## config.mk

```make
export PLATFORM = sky130hd
export DESIGN_NAME = kronos_xif_scheduler
export DESIGN_NICKNAME = d
export VERILOG_FILES = /design/src/rtl/kronos_xif_scheduler.sv
export SDC_FILE = /design/constraint.sdc
export NUM_CORES = 1
export LEC_CHECK = 0
export ABC_AREA = 1
export BUFFER_PORTS_ARGS = -buffer_cell sky130_fd_sc_hd__buf_2
export CAP_MARGIN = 0
export CORE_ASPECT_RATIO = 0.75
export CORE_MARGIN = 2
export CORE_UTILIZATION = 63
export CTS_CLUSTER_SIZE = 14
export DETAILED_ROUTE_END_ITERATION = 6
export MAX_ROUTING_LAYER = met4
export PLACE_DENSITY = 0.85
export RECOVER_POWER = 100
export SLEW_MARGIN = 20
export SYNTH_ARGS = -nofsm -noshare
export SYNTH_HDL_FRONTEND = slang
export SYNTH_SLANG_ARGS = --single-unit
```

## constraint.sdc

```tcl
create_clock -name clk_i -period 6.2 [get_ports clk_i]
set_clock_uncertainty 0.2 [all_clocks]
set_input_delay 0.31 -clock clk_i [delete_from_list [all_inputs] [get_ports clk_i]]
set_output_delay 0.31 -clock clk_i [all_outputs]
set_load 0.01 [all_outputs]
```

## src/rtl/kronos_xif_scheduler.sv

```systemverilog
// KRONOS X-IF scheduler: buffers accepted instructions in issue order, tracks commit/kill,
// and drives the Keccak round engine for each committed instruction before returning a result.
module kronos_xif_scheduler #(
    parameter int ID_W   = 4,
    parameter int DEPTH  = 4,
    parameter int ROUNDS = 24
) (
    input  logic            clk_i,
    input  logic            rst_i,
    input  logic            issue_valid_i,
    output logic            issue_ready_o,
    input  logic            issue_is_kronos_i,
    input  logic [ID_W-1:0] issue_id_i,
    output logic            issue_accept_o,
    input  logic            commit_valid_i,
    input  logic [ID_W-1:0] commit_id_i,
    input  logic            commit_kill_i,
    output logic            eng_init_o,
    output logic            eng_round_en_o,
    output logic [4:0]      eng_round_idx_o,
    output logic            result_valid_o,
    input  logic            result_ready_i,
    output logic [ID_W-1:0] result_id_o,
    output logic            busy_o
);

    localparam int PTR_W = $clog2(DEPTH);
    localparam logic [4:0] LAST_ROUND = 5'(ROUNDS - 1);

    typedef enum logic [1:0] {
        IDLE  = 2'd0,
        INIT  = 2'd1,
        ROUND = 2'd2,
        RESP  = 2'd3
    } state_t;

    state_t state;
    state_t state_next;

    logic [PTR_W:0]   wr_ptr;
    logic [PTR_W:0]   rd_ptr;
    logic [PTR_W-1:0] wr_idx;
    logic [PTR_W-1:0] rd_idx;
    logic [ID_W-1:0]  ent_id [DEPTH];
    logic [DEPTH-1:0] ent_valid;
    logic [DEPTH-1:0] ent_committed;
    logic [DEPTH-1:0] ent_killed;
    logic [4:0]       round_cnt;
    logic             full;
    logic             empty;
    logic             push;
    logic             pop;
    logic             push_commit;

    assign wr_idx = wr_ptr[PTR_W-1:0];
    assign rd_idx = rd_ptr[PTR_W-1:0];
    assign empty  = (wr_ptr == rd_ptr);
    assign full   = (wr_idx == rd_idx) && (wr_ptr[PTR_W] != rd_ptr[PTR_W]);

    // Ready is held low while reset is applied so every output reads 0 during reset.
    assign issue_ready_o  = !full && !rst_i;
    assign issue_accept_o = issue_valid_i && issue_ready_o && issue_is_kronos_i;
    assign push           = issue_accept_o;
    assign push_commit    = commit_valid_i && (commit_id_i == issue_id_i);

    // Next-state and pop decision.
    always_comb begin
        state_next = state;
        pop        = 1'b0;
        case (state)
            IDLE: begin
                if (!empty && ent_committed[rd_idx]) begin
                    if (ent_killed[rd_idx]) begin
                        pop = 1'b1;
                    end else begin
                        state_next = INIT;
                    end
                end else begin
                    state_next = IDLE;
                end
            end
            INIT: begin
                state_next = ROUND;
            end
            ROUND: begin
                if (round_cnt == LAST_ROUND) begin
                    state_next = RESP;
                end else begin
                    state_next = ROUND;
                end
            end
            RESP: begin
                if (result_ready_i) begin
                    pop        = 1'b1;
                    state_next = IDLE;
                end else begin
                    state_next = RESP;
                end
            end
            default: begin
                state_next = IDLE;
            end
        endcase
    end

    // State register.
    always_ff @(posedge clk_i) begin
        if (rst_i) begin
            state <= IDLE;
        end else begin
            state <= state_next;
        end
    end

    // Round counter: cleared while loading the engine, advanced once per round.
    always_ff @(posedge clk_i) begin
        if (rst_i) begin
            round_cnt <= 5'd0;
        end else if (state == INIT) begin
            round_cnt <= 5'd0;
        end else if (state == ROUND) begin
            round_cnt <= round_cnt + 5'd1;
        end else begin
            round_cnt <= round_cnt;
        end
    end

    // Instruction buffer: commit/kill marking, push at the tail, pop at the head.
    always_ff @(posedge clk_i) begin
        if (rst_i) begin
            wr_ptr        <= '0;
            rd_ptr        <= '0;
            ent_valid     <= '0;
            ent_committed <= '0;
            ent_killed    <= '0;
            for (int i = 0; i < DEPTH; i++) begin
                ent_id[i] <= '0;
            end
        end else begin
            for (int i = 0; i < DEPTH; i++) begin
                if (commit_valid_i && ent_valid[i] && !ent_committed[i] &&
                    (ent_id[i] == commit_id_i)) begin
                    ent_committed[i] <= 1'b1;
                    ent_killed[i]    <= commit_kill_i;
                end
            end
            // A commit arriving with its own issue lands in the entry as it is written.
            if (push) begin
                ent_id[wr_idx]        <= issue_id_i;
                ent_valid[wr_idx]     <= 1'b1;
                ent_committed[wr_idx] <= push_commit;
                ent_killed[wr_idx]    <= push_commit && commit_kill_i;
                wr_ptr                <= wr_ptr + 1'b1;
            end
            if (pop) begin
                ent_valid[rd_idx] <= 1'b0;
                rd_ptr            <= rd_ptr + 1'b1;
            end
        end
    end

    assign eng_init_o      = (state == INIT);
    assign eng_round_en_o  = (state == ROUND);
    assign eng_round_idx_o = (state == ROUND) ? round_cnt : 5'd0;
    assign result_valid_o  = (state == RESP);
    // The head is not popped until the handshake, so the ID stays stable while waiting.
    assign result_id_o     = (state == RESP) ? ent_id[rd_idx] : '0;
    assign busy_o          = !empty || (state != IDLE);

endmodule

```

# Yosys cells after proc, flatten, opt, wreduce, memory -nomap -nowiden
# Memories as Yosys holds them, arrays and structs flattened. A register that Yosys moved wholly into a read port is not among the register bits.
# Cells that the tools add are included.
# Widths: inputs -> output; s select.
[word_totals]
mem_count = 1
ff_bits = 25
elab_cells = 116
in_bits = 15
out_inout_bits = 15
ramBits = 16
[classes]
n_reduce_logical = 33
n_eq_ne = 13
bitwise_logic = 3
muxes = 52
n_lt_le_gt_ge = 4
n_addsub = 3
[memory_table]
columns = ["memory", "depth", "word_bits", "rd", "rd_clocked_by_memory_dff", "wr", "line", "source"]
rows = [
  ["ent_id", 4, 4, 5, 1, 4, "44", "logic [ID_W-1:0] ent_id [DEPTH];"],
]
[ops]
columns = ["op", "count"]
rows = [
  ["$mux 1", 30],
  ["$mux 4", 7],
  ["$logic_and 1x1->1", 21],
  ["$eq 4x4->1", 5],
  ["$mux 2", 6],
  ["$bwmux 4", 2],
  ["$pmux 2 s4", 1],
  ["$logic_not 1->1", 7],
  ["$add 3x1->3 const B", 2],
  ["$lt 2x3->1 const B", 2],
  ["$add 5x1->5 const B", 1],
  ["$eq 5x5->1 const B", 1],
  ["$mux 5", 1],
  ["$and 4x4->4", 1],
  ["$bmux 1 s2", 2],
  ["$demux 1 s2", 2],
  ["$eq 2x2->1 const B", 2],
  ["$ge 2x1->1 const B", 2],
  ["$not 4->4", 1],
  ["$or 4x4->4", 1],
  ["$reduce_or 4->1", 1],
  ["$eq 3x3->1", 1],
  ["$ne 3x3->1 const B", 1],
  ["$eq 2x1->1 const B", 1],
  ["other kinds (7)", 7],
]

# Longest topological paths before layout
# Gate-level depths: netlist of run 1.
[depth]
ltp_word = 11
depth_mapped = 13
ltp_nobuf = 12

# Worst setup path before layout of run 1
# OpenSTA, ideal clock, no wires.
[synth_timing]
kind = "reg2reg"
from = "reg wr_ptr[0]"
to = "mem ent_id[3][0] (enable)"
setup_time_ns = 0.361
period_less_slack_ns = 1.997
n_path_buf = 0
arrival_ns = 1.436
stages_incl_launch_ff = 9
setup_slack_ns = 4.203
required_time_ns = 5.639
cell_sequence = "dfxtp_1 > inv_1 > nand2_2 > nand2_4 > nand4_4 > nand3_4 > inv_1 > nor2_1 > nor3_1"
[synth_rtl]
columns = ["element", "line", "source"]
rows = [
  ["start: declaration", "40", "logic [PTR_W:0] wr_ptr;"],
  ["start signal: assignment", "153", "wr_ptr <= wr_ptr + 1'b1;"],
  ["end: declaration", "44", ""],
]

==> key figures, run 1 <==
Setup path
  • Crit path buf inv count: 1
  • Worst reg2reg setup slack: 3440 ps
  • Critical Path RT: 6200 ps
  • Slowest CP cell: o21ai_0
  • WS Path Type: reg -> reg
  • CP Depth: 9
  • Crit-path leading delay family: compound AO/OA/AOI/OAI gates
  • Setup crit start kind: register
  • CP Max Fanout: 10
  • RR Startpoint: rd_ptr[0]$_SDFFE_PP0P_
  • Most frequent CP cell: nand2_1
  • WP data arrival: 2760 ps
  • Crit path cell chain: inv_1 > nand2_1 > nand2_1 > nand3_1 > nand2_4 > o21ai_0 > nand3_1 > nand2_1 > nor2_1
  • Critical Path Max Stage Delay: 890 ps
  • Crit. End Element: register
  • Worst Setup SP: rd_ptr[0]$_SDFFE_PP0P_
  • R2r worst-path depth: 9

Synthesis
  • Syn_nets: 394
  • Syn avg cell area: 7.32 µm²
  • Warnings, synthesis: 0
  • Ys flop type: dfxtp_1
  • Post-synth cell types: 34
  • Syn Inst Count: 365
  • Yosys reg bits: 43
  • Netlist Area Pre-Place: 2670 µm²
  • Post-synthesis sequential area ratio: 38.2%
  • Number of synthesized flops with an enable pin: 16
  • FFs w/ async S/R, synth: 0%

Clocking
  • Worst-skew pair later-pin latency: 300 ps
  • Number of H-tree levels: 2
  • Worst-path clk slew: 90 ps
  • CTS tree: yes
  • # Post-CTS Setup Buffers: 0
  • Num CTS Buffers: 5
  • Root Buffer: clkbuf_8
  • Max Buffers Root-to-Sink: 2
  • Hold-fix buffers, CTS: 0
  • Post-CTS sizing: 0
  • Clock sink total: 43

Timing
  • Final setup fails: 0
  • Minimum clock period: 2760 ps
  • Setup TNS: 0 ps
  • Slew @ Worst Pin: 1150 ps
  • Crit share post-route: 44.5%
  • Rel. slew slack: 22.4%
  • Max-slew violations: 0
  • RSZ-0062 raised after global routing: no
  • Achievable Freq: 0.362 GHz
  • Final hold slack: 87.4 ps
  • Final hold viol count: 0

Final layout
  • # fillers: 351
  • Nets: 422
  • Commonest non-fill, non-tap cell in the layout: nand2_1
  • Share of layout cells above drive strength 1: 8.88%
  • Antenna diode count: 0
  • Syn-to-layout area delta: 7.12%
  • Final core utilization: 70.6%
  • Most frequent cells in the layout: nand2_1, nor2_1, inv_1

Detailed routing
  • Routed Antenna Nets: 0
  • Top sig layer: met4
  • Met3 WL post-DR: 413 µm
  • Met2 Routed Length: 2630 µm
  • Met1 WL: 2980 µm
  • DRT iter0 DRCs: 159
  • WL per Instance: 13.5 µm
  • Vias per inst: 5.29
  • WL final: 6070 µm
  • Vias: 2373
  • First drt pass iteration count: 4
  • # DRC: 0

GRT
  • Initial antenna violation count: 0
  • First-pass GRT wire length: 9730 µm
  • Tot GR Track Use: 28.0%
  • Largest net degree at the start of global routing: 26
  • Gr ovfl total: 0
  • Vias in the first global route: 2065

Outcome
  • Status: complete, no violations

Floorplan
  • Die Width: 79.2 µm
  • Row Count: 20
  • Core area: 4050 µm²
  • Initial Utilization: 65.9%
  • I/O Pins: 30
  • Chip height: 60.4 µm
  • Total Die Area: 4780 µm²

Worst hold path
  • Worst hold-check path type: in -> reg

Placement
  • Detailed placement HPWL: 4650 µm
  • GP Congestion: 0.965
  • Port Buf Inserts: 29

Power
  • Worst VDD drop: 0.000128 V
  • Pwr/cell area: 221 nW/µm²
  • P_leak: 1.32 nW

Job
  • Max Cap Viol: 0
cells in the mapped netlist (2+ instances only):
cell      instances  area share (%)
a21oi_1          21             3.9
a21oi_2           2            0.66
buf_2             3            0.56
buf_6             2            0.84
dfxtp_1          27              20
edfxtp_1         16              18
ha_1             14             6.6
inv_1            51             7.2
inv_2             4            0.56
nand2_1          71              10
nand2_2           5             1.2
nand2_4           3             1.3
nand3_1          21             3.9
nand4_1           5             1.2
nor2_1           64             9.0
nor2_4            2            0.84
nor3_1            4            0.75
o21ai_0          22             4.1
or2_2             2            0.47
xnor2_1           4             1.3
xor2_1            9             3.0
worst min path at each step:
stage	depth (start not counted)	to	slack, ps	start
2_1_floorplan	1	wr_ptr[0]$_SDFFE_PP0N_	180	rst_i
3_3_place_gp	2	ent_committed[0]$_SDFF_PP0_	260	ent_committed[0]$_SDFF_PP0_
3_5_place_dp	2	ent_committed[1]$_SDFF_PP0_	280	ent_committed[1]$_SDFF_PP0_
4_1_cts	2	wr_ptr[0]$_SDFFE_PP0N_	90	rst_i
5_1_grt	2	wr_ptr[0]$_SDFFE_PP0N_	90	rst_i
6_report	2	wr_ptr[0]$_SDFFE_PP0N_	90	rst_i
metal layers:
| metal | vias up | track usage (%) |
|---|---|---|
| met3 | 5 | 4.02 |
| met5 | - | - |
| li1 | 1209 | - |
| met4 | 0 | 7.39 |
| met2 | 81 | 41.9 |
| met1 | 1078 | 40.3 |
metrics by stage:
stage	instances	power [mW]	area [µm²]	setup WS, ps
6_report	449	0.634	2860	3440
2_1_floorplan	365	0.389	2670	4200
3_3_place_gp	441	0.414	2830	4060
4_1_cts	449	0.637	2950	3900
5_1_grt	449	0.663	2860	3220
3_5_place_dp	441	0.416	2830	3950
worst reg2reg max path, cell delays in order (launching register included):
cell     delay, ps
dfxtp_1        550
inv_1          230
nand2_1        110
nand2_1         90
nand3_1        150
nand2_4         70
o21ai_0        890
nand3_1        170
nand2_1        140
nor2_1          60
registers in the layout, summed over array words and instances (netlist names), named ones only:
| signal | count |
|---|---|
| ent_committed | 4 |
| ent_id | 16 |
| ent_killed | 4 |
| ent_valid | 4 |
| rd_ptr | 3 |
| round_cnt | 5 |
| state | 2 |
| wr_ptr | 3 |
layout make-up:
cell class                      instances  area (µm²)  share of cell area, %
Clock buffer                            5        68.8                   2.40
Tap cell                               55        68.8                   2.40
Inverter                               55         206                   7.21
Clock inverter                          3        46.3                   1.62
Timing Repair Buffer                   29         126                   4.42
Sequential cell                        43        1020                   35.7
Multi-Input combinational cell        259        1320                   46.3
logic make-up (layout without fill, tap and decap cells):
group,Yosys count,in the layout,share of synthesized area [%]
buf+inv,63,92,9.74
simple gates,184,184,31.3
compound gates,48,48,9.88
fa+ha+maj,14,14,6.56
flops,43,43,38.2
xor+xnor,13,13,4.26
power by group:
group	leakage (nW)	internal, mW	switching (mW)
sequential	0.384	0.305	0.0115
combinational	0.883	0.0311	0.0614
clock	0.0548	0.121	0.104
Note: power is estimated with default switching activity, not from simulation.
==> run 2: changes to the inputs <==
Settings changed: CORE_UTILIZATION 63 to 53, PLACE_DENSITY 0.85 to 0.76.
Clock period 6.2 ns to 2.44 ns, I/O delays scaled along.
==> run 2 against run 1 <==
Against the previous run:
- non-clock buffer count is 3 higher
- die area up 18%
- cell count rose by 1.8%
- global-route usage decreased by 4.7 points
- clock power rose to 2.6 times the previous value
- core utilization down 10 points
- worst setup slack worse by 3200 ps
- largest power group unchanged
- sequential power rose to 2.5 times the previous value
- first-iteration DRC count fell by 13%
- combinational power grew to 2.6 times the previous value
- design area increased by 2.6%
==> key figures, run 2 (synthesis gave the netlist of run 1 again) <==
Setup path
  • WS Path Type: reg -> reg
  • Setup crit start kind: register
  • Critical Path Max Stage Delay: 540 ps
  • Crit-path leading delay family: simple AND/OR/NAND/NOR gates
  • Crit path cell chain: nand2_1 > nand2_4 > nand4_4 > nand3_4 > nor2_1 > nor3_1
  • Crit path buf inv count: 0
  • WP data arrival: 1930 ps
  • CP Max Fanout: 10
  • Crit. End Element: register
  • Slowest CP cell: dfxtp_1
  • Critical Path RT: 2190 ps

Floorplan
  • I/O Pins: 30
  • Die Width: 86.0 µm
  • Row Count: 22
  • Chip height: 65.5 µm
  • Core area: 4870 µm²
  • Initial Utilization: 54.8%
  • Total Die Area: 5630 µm²

Detailed routing
  • Vias per inst: 5.07
  • WL per Instance: 12.8 µm
  • Vias: 2317
  • WL final: 5850 µm
  • # DRC: 0
  • DRT iter0 DRCs: 138
  • First drt pass iteration count: 4
  • Routed Antenna Nets: 0

Timing
  • Crit share post-route: 89.3%
  • Slew @ Worst Pin: 486 ps
  • Setup TNS: 0 ps
  • Final hold viol count: 0
  • Max-slew violations: 0
  • Final setup fails: 0
  • RSZ-0062 raised after global routing: no
  • Achievable Freq: 0.459 GHz
  • Rel. slew slack: 67.4%
  • Minimum clock period: 2180 ps

Clocking
  • Hold-fix buffers, CTS: 1
  • Clock sink total: 43
  • Worst-skew pair later-pin latency: 300 ps
  • CTS tree: yes
  • Num CTS Buffers: 5
  • Number of H-tree levels: 2
  • Worst-path clk slew: 90 ps
  • Max Buffers Root-to-Sink: 2
  • Root Buffer: clkbuf_8
  • Post-CTS sizing: 0
  • # Post-CTS Setup Buffers: 0

Final layout
  • Share of layout cells above drive strength 1: 11.1%
  • Post-route cell area: 2940 µm²
  • Most frequent cells in the layout: nand2_1, nor2_1, inv_1
  • Biggest register: ent_id
  • Non-filler cells, final: 457
  • Syn-to-layout area delta: 9.93%
  • Commonest non-fill, non-tap cell in the layout: nand2_1
  • Max reg flops: 16
  • Nets: 425
  • Top flop regs: ent_id x16, round_cnt x5
  • Antenna diode count: 0

Power
  • Sw Share: 27.7%
  • Pwr/cell area: 550 nW/µm²
  • P_leak: 1.35 nW
  • Power share of the clock group: 35.6%
  • Seq pwr share: 49.6%
  • Worst VDD drop: 0.000357 V
  • Int Power: 1.17 mW
  • P_sw: 0.448 mW
  • Comb power frac: 14.8%

GRT
  • GRT met3 Usage: 5.15%
  • First-pass GRT wire length: 9730 µm
  • Gr ovfl total: 0
  • Tot GR Track Use: 23.3%
  • Vias in the first global route: 2061
  • Layer carrying the most global-route usage: met1
  • Initial antenna violation count: 0
  • GRT met1 Usage: 35.1%
  • Largest net degree at the start of global routing: 25
  • Met2 Usage GRT: 31.8%

Placement
  • Placed Cells: 448
  • Detailed placement HPWL: 4570 µm
  • Port Buf Inserts: 29
  • Post-placement cell area: 2850 µm²
  • GP Congestion: 0.935

Job
  • Max Cap Viol: 0

Worst hold path
  • Worst hold-check path type: in -> reg

Outcome
  • Status: complete, no violations
## run 2: power by group through the flow
stage | Sequential [mW] | Combinational (mW) | Clock [mW]
finish | 0.802 | 0.239 | 0.574
global route | 0.806 | 0.277 | 0.618
CTS | 0.802 | 0.246 | 0.585
detailed placement | 0.819 | 0.243 | 0
global placement | 0.818 | 0.240 | 0
floorplan | 0.809 | 0.180 | 0
## run 2: final timing paths
path | slack [ps] | to | cells after the start | start
worst max register to register | 260 | ent_id[3][1]$_DFFE_PP_ | 6 | rd_ptr[0]$_SDFFE_PP0P_
worst max-delay path | 260 | ent_id[3][1]$_DFFE_PP_ | 6 | rd_ptr[0]$_SDFFE_PP0P_
worst min register to register | 290 | round_cnt[1]$_SDFFE_PP0P_ | 2 | round_cnt[1]$_SDFFE_PP0P_
worst min-delay path | 3 | ent_killed[0]$_SDFF_PP0_ | 5 | commit_kill_i
## run 2: stage by stage
step | util (%) | setup slack, ps | power (mW) | hold slack (ps)
final | 60.3 | 260 | 1.61 | 3.19
after global routing | 60.3 | 74.1 | 1.70 | 21.1
after CTS | 61.1 | 238 | 1.63 | 0.175
after detailed placement | 58.6 | 256 | 1.06 | 233
after global placement | 58.6 | 305 | 1.06 | 227
after floorplan | - | 443 | 0.989 | -8.93
## run 2: area by class of cell
type                            count  area [µm²]
Multi-Input combinational cell    259        1370
Fill cell                         452        1940
Inverter                           55         206
Tap cell                           60        75.1
Clock inverter                      3        46.3
Sequential cell                    43        1020
Timing Repair Buffer               32         149
Clock buffer                        5        68.8
## run 2: per-layer routing
| metal | up-vias | share of wire (%) |
|---|---|---|
| met5 | - | 0 |
| met4 | 0 | 0.79 |
| li1 | 1211 | - |
| met2 | 77 | 40 |
| met3 | 4 | 9.4 |
| met1 | 1025 | 50 |
## run 2: worst reg2reg max path, stage by stage, from the launching register on
cell	delay (ps)
dfxtp_1	540
nand2_1	160
nand2_4	120
nand4_4	150
nand3_4	140
nor2_1	90
nor3_1	450
==> run 3: changes to the inputs <==
Clock period 2.44 ns to 2 ns, I/O delays scaled along.
==> run 3 against run 2 <==
Against the previous run:
- hold slack better by 22 ps
- design area grew 3.2%
- combinational power increased by 32%
- critical path type unchanged
- sequential power is 22% higher
- via count increased by 0.65%
- worst setup slack worse by 150 ps
- sequential share of layout area shrank 1.1 points
- core utilization grew 1.9 points
- non-clock buffer count rose by 7
- clock power grew 20%
- routed wire length up 1.7%
==> key figures, run 3 (synthesis gave the netlist of run 1 again) <==
Setup path
  • WS Path Type: reg -> reg
  • CP Max Fanout: 10
  • Critical Path RT: 1800 ps
  • WP data arrival: 1700 ps
  • Crit. End Element: register
  • Setup crit start kind: register

Placement
  • GP Congestion: 0.890
  • Port Buf Inserts: 29
  • Detailed placement HPWL: 4630 µm

GRT
  • Largest net degree at the start of global routing: 16
  • Vias in the first global route: 2084
  • Gr ovfl total: 0
  • First-pass GRT wire length: 9900 µm
  • Initial antenna violation count: 0
  • Tot GR Track Use: 23.3%

Final layout
  • Commonest non-fill, non-tap cell in the layout: nand2_1
  • Biggest register: ent_id
  • # fillers: 440
  • Final core utilization: 62.2%
  • Syn-to-layout area delta: 13.4%
  • Max reg flops: 16
  • Top flop regs: ent_id x16, round_cnt x5
  • Antenna diode count: 0
  • Nets: 432
  • Most frequent cells in the layout: nand2_1, nor2_1, inv_1
  • Share of layout cells above drive strength 1: 16.3%

Detailed routing
  • Routed Antenna Nets: 0
  • First drt pass iteration count: 4
  • WL per Instance: 12.8 µm
  • # DRC: 0
  • WL final: 5950 µm
  • DRT iter0 DRCs: 283
  • Vias per inst: 5.03
  • Vias: 2332

Clocking
  • Num CTS Buffers: 5
  • CTS tree: yes
  • Number of H-tree levels: 2
  • Worst-path clk slew: 90 ps
  • # Post-CTS Setup Buffers: 0
  • Max Buffers Root-to-Sink: 2
  • Root Buffer: clkbuf_8
  • Worst-skew pair later-pin latency: 290 ps
  • Clock sink total: 43
  • Post-CTS sizing: 0

Timing
  • Rel. slew slack: 77.6%
  • Max-slew violations: 0
  • Final hold viol count: 0
  • Crit share post-route: 94.7%
  • Final hold slack: 25.2 ps
  • Achievable Freq: 0.528 GHz
  • Slew @ Worst Pin: 333 ps
  • RSZ-0062 raised after global routing: yes
  • Final setup fails: 0
  • Minimum clock period: 1890 ps

Power
  • Sw Share: 27.5%
  • Power share of the clock group: 34.7%
  • P_leak: 1.44 nW
  • P_sw: 0.544 mW
  • Int Power: 1.44 mW
  • Pwr/cell area: 653 nW/µm²
  • Worst VDD drop: 0.000331 V
  • Seq pwr share: 49.3%
  • Comb power frac: 15.9%

Floorplan
  • Core area: 4870 µm²
  • Chip height: 65.5 µm
  • Total Die Area: 5630 µm²
  • I/O Pins: 30
  • Initial Utilization: 54.8%
  • Row Count: 22
  • Die Width: 86.0 µm

Outcome
  • Status: complete, no violations

Job
  • Max Cap Viol: 0

Worst hold path
  • Worst hold-check path type: in -> reg
-- run 3: cell count changes in the layout (fill, tap and decap cells not counted), sizes merged --
cell / delta
buf: +19
clkbuf: -13
dlygate4sd3: +1
-- run 3: timing repair --
action	4_1_cts	5_1_grt
hold buffers	2	0
hold endpoints to repair	7	0
setup endpoints to repair	0	12
-- run 3: area by class of cell --
cell class | instances | area [µm²] | area share, %
multi-input cells | 259 | 1390 | 45.9
flip-flops and latches | 43 | 1020 | 33.7
repair buffers | 39 | 223 | 7.35
inverters | 55 | 206 | 6.81
well taps | 60 | 75.1 | 2.48
clock buffers | 5 | 68.8 | 2.27
clock inverters | 3 | 46.3 | 1.53
-- run 3: layer usage --
metal  wire length (µm)  vias up  global-route usage [%]
li1                   -     1227                       -
met1               2930     1030                    36.8
met2               2450       73                    31.4
met3                545        2                    4.15
met4                 17        0                    3.57
met5                  0        -                       -
-- run 3: through the flow --
step           setup TNS [ps]  setup slack [ps]  std cells  area, µm²  power [mW]
2_1_floorplan               0              2.88        365       2670        1.21
3_3_place_gp                0               195        454       2900        1.30
3_5_place_dp                0               128        454       2900        1.30
4_1_cts                     0               115        464       3030        1.99
5_1_grt                  -232             -32.1        464       3030        2.08
6_report                    0               105        464       3030        1.98
-- run 3: critical path, stage by stage, from the launching register on --
cell     delay (ps)
dfxtp_1         390
inv_1           110
nand2_2         100
nand2_4          70
nand4_4         130
nand3_4         150
nor2_4          130
nand2_1         140
nand2_1         180
-- run 3: path summary, 6_finish.rpt --
path / start / end / slack (ps) / cells past startpoint
worst min-delay path: issue_id_i[0] / ent_id[3][0]$_DFFE_PP_ / 30 / 3
worst max-delay path: wr_ptr[0]$_SDFFE_PP0N_ / ent_id[0][3]$_SDFFCE_PN0P_ / 110 / 8
worst max register to register: wr_ptr[0]$_SDFFE_PP0N_ / ent_id[0][3]$_SDFFCE_PN0P_ / 110 / 8
worst min register to register: round_cnt[1]$_SDFFE_PP0P_ / round_cnt[1]$_SDFFE_PP0P_ / 280 / 2
-- run 3: power groups by stage --
stage                     Combinational, mW  Sequential, mW  Clock, mW
final                                 0.315           0.977      0.687
after global routing                  0.357           0.982      0.740
after CTS                             0.313           0.977      0.700
after detailed placement              0.307           0.997          0
after global placement                0.302           0.996          0
after floorplan                       0.220           0.987          0
